[config.mk]
export PLATFORM = sky130hd
export DESIGN_NAME = wb_host_bridge
export DESIGN_NICKNAME = d
export VERILOG_FILES = /design/src/rtl/wb_host_pkg.sv /design/src/rtl/wb_host_bridge.sv
export SDC_FILE = /design/constraint.sdc
export NUM_CORES = 1
export LEC_CHECK = 0
export BUFFER_PORTS_ARGS = -buffer_cell sky130_fd_sc_hd__buf_2
export CAP_MARGIN = 20
export CORE_UTILIZATION = 56
export CTS_CLUSTER_DIAMETER = 100
export DETAILED_ROUTE_END_ITERATION = 10
export PLACE_DENSITY_LB_ADDON = 0.15
export SYNTH_ARGS = -nofsm -noshare
export SYNTH_HDL_FRONTEND = slang
export SYNTH_SLANG_ARGS = --single-unit
[constraint.sdc]
create_clock -name clk -period 2.1 [get_ports clk]
set_input_delay 0.105 -clock clk [delete_from_list [all_inputs] [get_ports clk]]
set_output_delay 0.105 -clock clk [all_outputs]
set_load 0.02 [all_outputs]
[src/rtl/wb_host_pkg.sv]
// rtl/wb_host_pkg.sv - shared opcodes, response codes and state encoding for the UART-to-Wishbone bridge
//
// Purpose: constants and types shared by wb_host_bridge and anything that
// needs to speak its byte protocol.
// Contents: command opcodes, response codes, bridge state encoding and an
// opcode classifier.

package wb_host_pkg;

    // Command opcodes (first byte of every command frame)
    localparam logic [7:0] OP_WRITE = 8'h01;
    localparam logic [7:0] OP_READ  = 8'h02;

    // Response codes (first byte returned for every command)
    localparam logic [7:0] RSP_ACK  = 8'h06;
    localparam logic [7:0] RSP_NAK  = 8'h15;

    typedef enum logic [2:0] {
        ST_IDLE  = 3'd0,
        ST_ADDR  = 3'd1,
        ST_WDATA = 3'd2,
        ST_BUS   = 3'd3,
        ST_RESP  = 3'd4,
        ST_RDATA = 3'd5
    } state_t;

    function automatic logic is_opcode(input logic [7:0] b);
        return (b == OP_WRITE) || (b == OP_READ);
    endfunction

endpackage

[src/rtl/wb_host_bridge.sv]
// rtl/wb_host_bridge.sv - UART byte-stream to Wishbone classic master bridge
//
// Purpose: decodes read/write command frames arriving as bytes, runs one
// Wishbone classic cycle per command and returns a response code (plus four
// read-data bytes for a successful read) as a byte stream.
//
// Ports:
//   clk, rst             clock (rising edge), synchronous active-high reset
//   rx_data, rx_valid    received byte and its one-cycle strobe
//   tx_data, tx_valid,   byte to transmit; transfers when tx_valid && tx_ready
//   tx_ready
//   wb_adr_o, wb_dat_o,  Wishbone master address, write data, byte selects,
//   wb_sel_o, wb_we_o,   write enable, cycle and strobe
//   wb_cyc_o, wb_stb_o
//   wb_dat_i, wb_ack_i,  Wishbone read data and slave terminations
//   wb_err_i
//   busy                 high whenever the bridge is not idle

module wb_host_bridge
    import wb_host_pkg::*;
#(
    parameter int unsigned BUS_TIMEOUT = 255,
    parameter int unsigned RX_TIMEOUT  = 65535
) (
    input  logic        clk,
    input  logic        rst,
    input  logic [7:0]  rx_data,
    input  logic        rx_valid,
    output logic [7:0]  tx_data,
    output logic        tx_valid,
    input  logic        tx_ready,
    output logic [31:0] wb_adr_o,
    output logic [31:0] wb_dat_o,
    input  logic [31:0] wb_dat_i,
    output logic [3:0]  wb_sel_o,
    output logic        wb_we_o,
    output logic        wb_cyc_o,
    output logic        wb_stb_o,
    input  logic        wb_ack_i,
    input  logic        wb_err_i,
    output logic        busy
);

    localparam int BT_W = $clog2(BUS_TIMEOUT + 1);
    localparam int RT_W = $clog2(RX_TIMEOUT + 1);

    // Timers count from zero, so the last tolerated value is TIMEOUT-1.
    localparam logic [BT_W-1:0] BUS_LAST = BT_W'(BUS_TIMEOUT - 1);
    localparam logic [RT_W-1:0] RX_LAST  = RT_W'(RX_TIMEOUT - 1);

    state_t            state;
    logic [1:0]        byte_cnt;
    logic              is_write;
    logic              rd_ok;      // response must be followed by read data
    logic [31:0]       rx_shift;   // incoming address/data bytes, MSB first
    logic [31:0]       tx_shift;   // captured read data awaiting transmission
    logic [BT_W-1:0]   bus_timer;
    logic [RT_W-1:0]   rx_timer;

    assign busy = (state != ST_IDLE);

    always_ff @(posedge clk) begin
        if (rst) begin
            state     <= ST_IDLE;
            byte_cnt  <= 2'd0;
            is_write  <= 1'b0;
            rd_ok     <= 1'b0;
            rx_shift  <= '0;
            tx_shift  <= '0;
            bus_timer <= '0;
            rx_timer  <= '0;
            wb_adr_o  <= '0;
            wb_dat_o  <= '0;
            wb_sel_o  <= 4'h0;
            wb_we_o   <= 1'b0;
            wb_cyc_o  <= 1'b0;
            wb_stb_o  <= 1'b0;
            tx_data   <= 8'h00;
            tx_valid  <= 1'b0;
        end else begin
            case (state)
                ST_IDLE: begin
                    if (rx_valid) begin
                        if (is_opcode(rx_data)) begin
                            is_write <= (rx_data == OP_WRITE);
                            byte_cnt <= 2'd0;
                            rx_timer <= '0;
                            state    <= ST_ADDR;
                        end else begin
                            rd_ok    <= 1'b0;
                            tx_data  <= RSP_NAK;
                            tx_valid <= 1'b1;
                            state    <= ST_RESP;
                        end
                    end
                end

                // Address and write-data collection share the shift register;
                // the counter wraps to zero after the 4th byte, ready for the
                // next field.
                ST_ADDR, ST_WDATA: begin
                    if (rx_valid) begin
                        rx_shift <= {rx_shift[23:0], rx_data};
                        rx_timer <= '0;
                        byte_cnt <= byte_cnt + 2'd1;
                        if (byte_cnt == 2'd3) begin
                            if (state == ST_ADDR) begin
                                wb_adr_o <= {rx_shift[23:0], rx_data};
                                state    <= is_write ? ST_WDATA : ST_BUS;
                            end else begin
                                state    <= ST_BUS;
                            end
                        end
                    end else if (rx_timer == RX_LAST) begin
                        state <= ST_IDLE;
                    end else begin
                        rx_timer <= rx_timer + 1'b1;
                    end
                end

                // First BUS cycle launches the strobe; termination always
                // moves on to RESP, so a low strobe here means "not started".
                ST_BUS: begin
                    if (!wb_stb_o) begin
                        wb_cyc_o  <= 1'b1;
                        wb_stb_o  <= 1'b1;
                        wb_sel_o  <= 4'hF;
                        wb_we_o   <= is_write;
                        bus_timer <= '0;
                        if (is_write) begin
                            wb_dat_o <= rx_shift;
                        end
                    end else if (wb_ack_i || wb_err_i) begin
                        wb_cyc_o <= 1'b0;
                        wb_stb_o <= 1'b0;
                        wb_sel_o <= 4'h0;
                        wb_we_o  <= 1'b0;
                        tx_valid <= 1'b1;
                        state    <= ST_RESP;
                        // Simultaneous ack and err is treated as an error.
                        if (wb_ack_i && !wb_err_i) begin
                            tx_data <= RSP_ACK;
                            rd_ok   <= !is_write;
                            if (!is_write) begin
                                tx_shift <= wb_dat_i;
                            end
                        end else begin
                            tx_data <= RSP_NAK;
                            rd_ok   <= 1'b0;
                        end
                    end else if (bus_timer == BUS_LAST) begin
                        wb_cyc_o <= 1'b0;
                        wb_stb_o <= 1'b0;
                        wb_sel_o <= 4'h0;
                        wb_we_o  <= 1'b0;
                        rd_ok    <= 1'b0;
                        tx_data  <= RSP_NAK;
                        tx_valid <= 1'b1;
                        state    <= ST_RESP;
                    end else begin
                        bus_timer <= bus_timer + 1'b1;
                    end
                end

                // The response byte is held until accepted; a successful read
                // chains straight into the first data byte without a gap.
                ST_RESP: begin
                    if (tx_ready) begin
                        if (rd_ok) begin
                            tx_data  <= tx_shift[31:24];
                            tx_shift <= {tx_shift[23:0], 8'h00};
                            byte_cnt <= 2'd0;
                            state    <= ST_RDATA;
                        end else begin
                            tx_valid <= 1'b0;
                            state    <= ST_IDLE;
                        end
                    end
                end

                ST_RDATA: begin
                    if (tx_ready) begin
                        if (byte_cnt == 2'd3) begin
                            tx_valid <= 1'b0;
                            rd_ok    <= 1'b0;
                            byte_cnt <= 2'd0;
                            state    <= ST_IDLE;
                        end else begin
                            tx_data  <= tx_shift[31:24];
                            tx_shift <= {tx_shift[23:0], 8'h00};
                            byte_cnt <= byte_cnt + 2'd1;
                        end
                    end
                end

                default: begin
                    state <= ST_IDLE;
                end
            endcase
        end
    end

endmodule

After elaboration in Yosys (flattened, before gate mapping)
Index checks and enable logic that the tools add are counted.
{"block": "totals", "regBits": 175, "inputBits": 46, "output_inout_bits": 81, "wordCells": 154}
{"block": "op_classes", "add_sub_neg": 3, "n_eq_ne": 31, "muxes": 77, "bitwise_logic": 1, "n_reduce_logical": 26}
{"op": "two-way mux 32 bit", "n": 8}
{"op": "two-way mux 8 bit", "n": 12}
{"op": "one-hot mux 32 bit (3 select lines)", "n": 1}
{"op": "two-way mux 16 bit", "n": 4}
{"op": "two-way mux 3 bit", "n": 12}
{"op": "!= test 2 bit (second input constant)", "n": 16}
{"op": "one-hot mux 16 bit (2 select lines)", "n": 1}
{"op": "one-hot mux 8 bit (4 select lines)", "n": 1}
{"op": "AND reduction 9 bit", "n": 3}
{"op": "two-way mux 1 bit", "n": 23}
{"op": "adder 16 x 1 -> 16 bit (second input constant)", "n": 1}
{"op": "== test 16 bit (second input constant)", "n": 1}
{"op": "one-hot mux 3 bit (5 select lines)", "n": 1}
{"op": "two-way mux 2 bit", "n": 7}
{"op": "AND reduction 7 bit", "n": 2}
{"op": "two-way mux 4 bit", "n": 3}
{"op": "!= test 3 bit (second input constant)", "n": 4}
{"op": "AND reduction 3 bit", "n": 3}
{"op": "nonzero test 3 bit", "n": 3}
{"op": "adder 8 x 1 -> 8 bit (second input constant)", "n": 1}
{"op": "== test 8 x 1 -> 1 bit (second input constant)", "n": 1}
{"op": "== test 8 x 2 -> 1 bit (second input constant)", "n": 1}
{"op": "== test 8 bit (second input constant)", "n": 1}
{"op": "one-hot mux 2 bit (4 select lines)", "n": 1}
{"op": "20 further kinds", "n": 27}

Logic depth before layout (Yosys ltp)
{"block": "depth", "depth_word": 6, "depth_mapped": 8, "depth_no_buf": 7}

Worst setup path before layout
OpenSTA, ideal clock, no wires.
{"block": "synth_path", "kind": "register to register", "startpoint": "register rx_timer[0]", "endpoint": "register state[0]", "setup_time_ns": 0.086, "arrival_time_ns": 1.790, "required_ns": 2.014, "setup_slack_ns": 0.223, "path_stages_with_launch": 8, "n_path_buf": 0, "period_less_slack_ns": 1.877, "path_cell_list": "dfxtp_1 inv_1 ha_1 nand4b_4 nor4_4 o32ai_2 or3_1 a221oi_2"}
{"block": "synth_between", "elab_chain_len": 3}
{"item": "from (decl)", "line": "wb_host_bridge.sv:58", "source": "logic [RT_W-1:0] rx_timer;"}
{"item": "from (signal assigned)", "line": "wb_host_bridge.sv:117", "source": "rx_timer <= rx_timer + 1'b1;"}
{"item": "== test 16 bit", "line": "wb_host_bridge.sv:114", "source": "end else if (rx_timer == RX_LAST) begin"}
{"item": "!= test 3 bit (no line)"}
{"item": "AND reduction 8 bit (no line)"}
{"item": "to (signal assigned)", "line": "wb_host_bridge.sv:109", "source": "state <= is_write ? ST_WDATA : ST_BUS;"}
{"item": "to (decl)", "line": "wb_host_bridge.sv:51", "source": "state_t state;"}
Every way passes these cells.
A chain may end at the register's enable or synchronous reset.

Worst setup path in the final report
{"block": "layout_path", "startpoint": "input port rx_data[2]", "endpoint": "register byte_cnt[0]"}
{"block": "layout_between", "elab_chain_len": 4, "elab_cells_between_ends": 5, "cone_classes": "3 x eq/ne; 2 x reduce/logical"}
{"item": "from (decl)", "line": "wb_host_bridge.sv:27", "source": "input logic [7:0] rx_data,"}
{"item": "== test 8 x 1 -> 1 bit or == test 8 x 2 -> 1 bit (tied branches)", "line": "wb_host_pkg.sv:28", "source": "return (b == OP_WRITE) || (b == OP_READ);"}
{"item": "logical OR 1 bit (*)", "line": "wb_host_pkg.sv:28"}
{"item": "!= test 2 bit (no line) (*)"}
{"item": "AND reduction 7 bit (no line) (*)"}
{"item": "to (signal assigned)", "line": "wb_host_bridge.sv:105", "source": "byte_cnt <= byte_cnt + 2'd1;"}
{"item": "to (signal assigned)", "line": "wb_host_bridge.sv:191", "source": "byte_cnt <= byte_cnt + 2'd1;"}
{"item": "to (decl)", "line": "wb_host_bridge.sv:52", "source": "logic [1:0] byte_cnt;"}
Every way passes the cells marked *; elsewhere a longest branch is shown, timed or not.

==> results.md <==
- Status: completed
- Number of synthesized flops with an enable pin: 0
- Chip width: 116 µm
- Critical path fanouts, max: 4
- Netlist Area Pre-Place: 0.00724 mm²
- Number of max-cap violations: 0
- Setup Skew: 8.49 ps
- # IOs: 127
- DRT iter0 DRCs: 526
- Largest net degree at the start of global routing: 85
- Relative slew margins: 69.2%
- Fin crit period: 2020 ps
- Register area share after synthesis: 47.3%
- Share of cells above drive strength 1: 22.2%
- Root Driver: clkbuf_16
- Required @ worst endpoint: 2470 ps
- Hold Fails Final Rpt: 0
- Synth cell types: 58
- Tcrit/Tclk final: 96.3%
- DP Cell Count: 1182
- Compound-Gate Fraction of Synth Area: 20.0%
- Drt drc: 0
- Worst VDD drop: 0.709 mV
- Routed length per instance: 14.8 µm
- Clock buffer depth: 2
- Final WS setup: 76.8 ps
- Antenna Cells: 0
- Hold Path Stages: 2
- TritonCTS clock tree: yes
- Beginning of the worst hold path: rst
- Routed Antenna Nets: 0
- Pwr/cell area: 995 mW/mm²
- Starting Density: 57.4%
- Synth Area in XOR/XNOR: 0.968%
- Routed wire length: 18.6 mm
- Hold path endpoint: tx_shift[29]
- Met3 usage: 6.69%
- HPWL Detailed: 11.4 mm
- Setup crit end kind: flip-flop
- Synth Register Bits: 171
- Fin area: 0.00926 mm²
- Post-route insts no fill: 1259
- M2 GR Usage: 44.8%
- DP Area: 0.00817 mm²
- GRT Util Overall: 28.1%
- Nets: 1125
- Leakage power: 3.59 nW
- Met1 Use GR: 37.0%
- Total Power: 9.22 mW
- Hold WS: 18.6 ps
- Final Core Density: 73.4%
- RD Place Congestion: 0.886
- Reg2Reg Setup Slack: 100 ps
- Worst Tran Pin Value: 458 ps
- Die area: 0.0134 mm²
- Arrival @ worst endpoint: 2400 ps
- Vias in the first global route: 6086
- Clk pin slew, worst setup/hold paths: 70 ps
- Area grow syn2layout: 27.9%
- R2r startpoint: rx_timer[0]
- Fmax: 494 MHz
- Initial antenna violation count: 0
- Total Neg Setup Slack: 0 ps
- Post-synthesis mux area share: 0%
- Setup-failing EPs final: 0
- Post-Synth Adder-Cell Area: 0.864%
- Syn Area/Cell: 7.90 µm²
- Input/output buffers: 126
- Hold crit path type: in2reg
- Global route hottest layer: met2
- H-tree Lvls: 4
- Async set-reset flop share out of synthesis: 0%
- Setup WS pre-CTS: -5.42 ps
- Most used DFF post-synth: dfxtp_1
- Core Region: 0.0126 mm²
- First-pass GRT wire length: 29.4 mm
- Synth Area in Simple Gates: 26.0%
- Height of the die: 116 µm
- Worst Reg-to-Reg Cells: 7
- GRT overflow: 0
- Number of buffers created by CTS: 17
- Pre-Repair DR Iteration Count: 7
- Yosys Warn Count: 0
- Largest family of logic cells by synthesized area: simple AND/OR/NAND/NOR gates
- Sink Count: 171
- Vias: 6969
- Via density: 5.54
- Setup CP Type: in2reg
- Reg2reg end: state[0]
- Placement row count: 41
- Final Max Tran Viols: 0
- Mapped Cells: 916
- Clk_lat worst skew: 440 ps
- Startpoint types: input pin
- Syn_nets: 967
-- state kept, by name (all words and copies together), names as in the netlist, 2 cells and up --
| register | count |
|---|---|
| bus_timer | 8 |
| byte_cnt | 2 |
| rx_shift | 32 |
| rx_timer | 16 |
| state | 3 |
| tx_data | 8 |
| tx_shift | 32 |
| wb_adr_o | 32 |
| wb_dat_o | 32 |
-- area by class of cell --
| class | instances | area (µm²) |
|---|---|---|
| fillers | 985 | 3360 |
| repair buffers | 211 | 1480 |
| clock inverters | 15 | 165 |
| multi-input cells | 664 | 3520 |
| well taps | 172 | 215 |
| flip-flops and latches | 171 | 3430 |
| clock buffers | 17 | 425 |
| inverters | 9 | 33.8 |
-- cell families after synthesis --
family          count (synthesis)
fa+ha+maj                       5
flops                         171
compound gates                224
simple gates                  427
xor+xnor                        8
buf+inv                        81
-- power breakdown --
part | leakage, nW | switching (mW) | internal [mW]
Clock | 0.276 | 1.37 | 1.77
Sequential | 1.38 | 0.193 | 3.48
Combinational | 1.93 | 1.40 | 1.01
-- Yosys cell counts, types with 5 or more instances --
library cell / count / share of area [%]
a311oi_2: 10 / 2.1
ha_1: 5 / 0.86
clkbuf_1: 49 / 2.5
a21oi_1: 133 / 9.2
a311oi_1: 21 / 2.5
buf_4: 8 / 0.83
nand4_1: 12 / 1.0
or3_1: 6 / 0.52
nand2b_1: 7 / 0.60
o21ai_0: 23 / 1.6
nor2_1: 62 / 3.2
dfxtp_1: 171 / 47
a31oi_1: 6 / 0.52
buf_2: 14 / 0.97
nand3_1: 18 / 1.2
nor3_1: 15 / 1.0
nand2_1: 274 / 14
inv_1: 9 / 0.47
-- worst max path at each step --
stage                      from     endpoint  slack (ps)  depth (start not counted)
finish               rx_data[2]  byte_cnt[0]          80                          7
global placement       state[0]  rx_timer[9]          30                          5
floorplan           rx_timer[0]     state[0]         220                          7
detailed placement     state[0]  rx_timer[8]          -5                          5
CTS                    state[1]  tx_shift[8]           3                          6
global route        rx_timer[0]     state[0]          -8                          7
-- critical path, stage by stage --
cell and delay (ps):
dlygate4sd3_1 530, buf_2 140, or4_4 550, o41ai_4 360, nand3_1 200, or3b_1 400
a21oi_2 110
-- placed cells by master (no fill, tap or decap), types with 4 or more instances in the layout --
cell type      instances
nand3_1               18
nand2_1              274
a311oi_1              21
nor3_1                15
a311oi_2              10
inv_1                  9
buf_12                 7
xor2_1                 4
clkinvlp_4             5
and2_1                 4
nand2b_1               7
clkbuf_16             18
a31oi_1                6
dfxtp_1              169
or2_2                  4
o21ai_0               23
nor2_1                59
ha_1                   5
buf_2                125
buf_4                 38
dlygate4sd3_1         40
or3_1                  4
and3_1                 4
a211oi_1               4
a21oi_1              133
xnor2_1                4
nand4_1               12
-- repair_timing --
item	4_1_cts	5_1_grt
cloned	0	1
endpoints found under the hold margin	49	0
setup buffers	0	4
setup endpoints to repair	2	75
resized for setup	1	9
hold buffers	40	0
pin swaps	0	3
-- layer usage --
metal,part of all wire [%],up-vias,wire [µm]
met5,0,-,0
met2,48,198,8940
met3,5.0,37,927
li1,-,3451,-
met4,2.2,0,410
met1,45,3283,8370
Power figures use the tool's default switching activity.
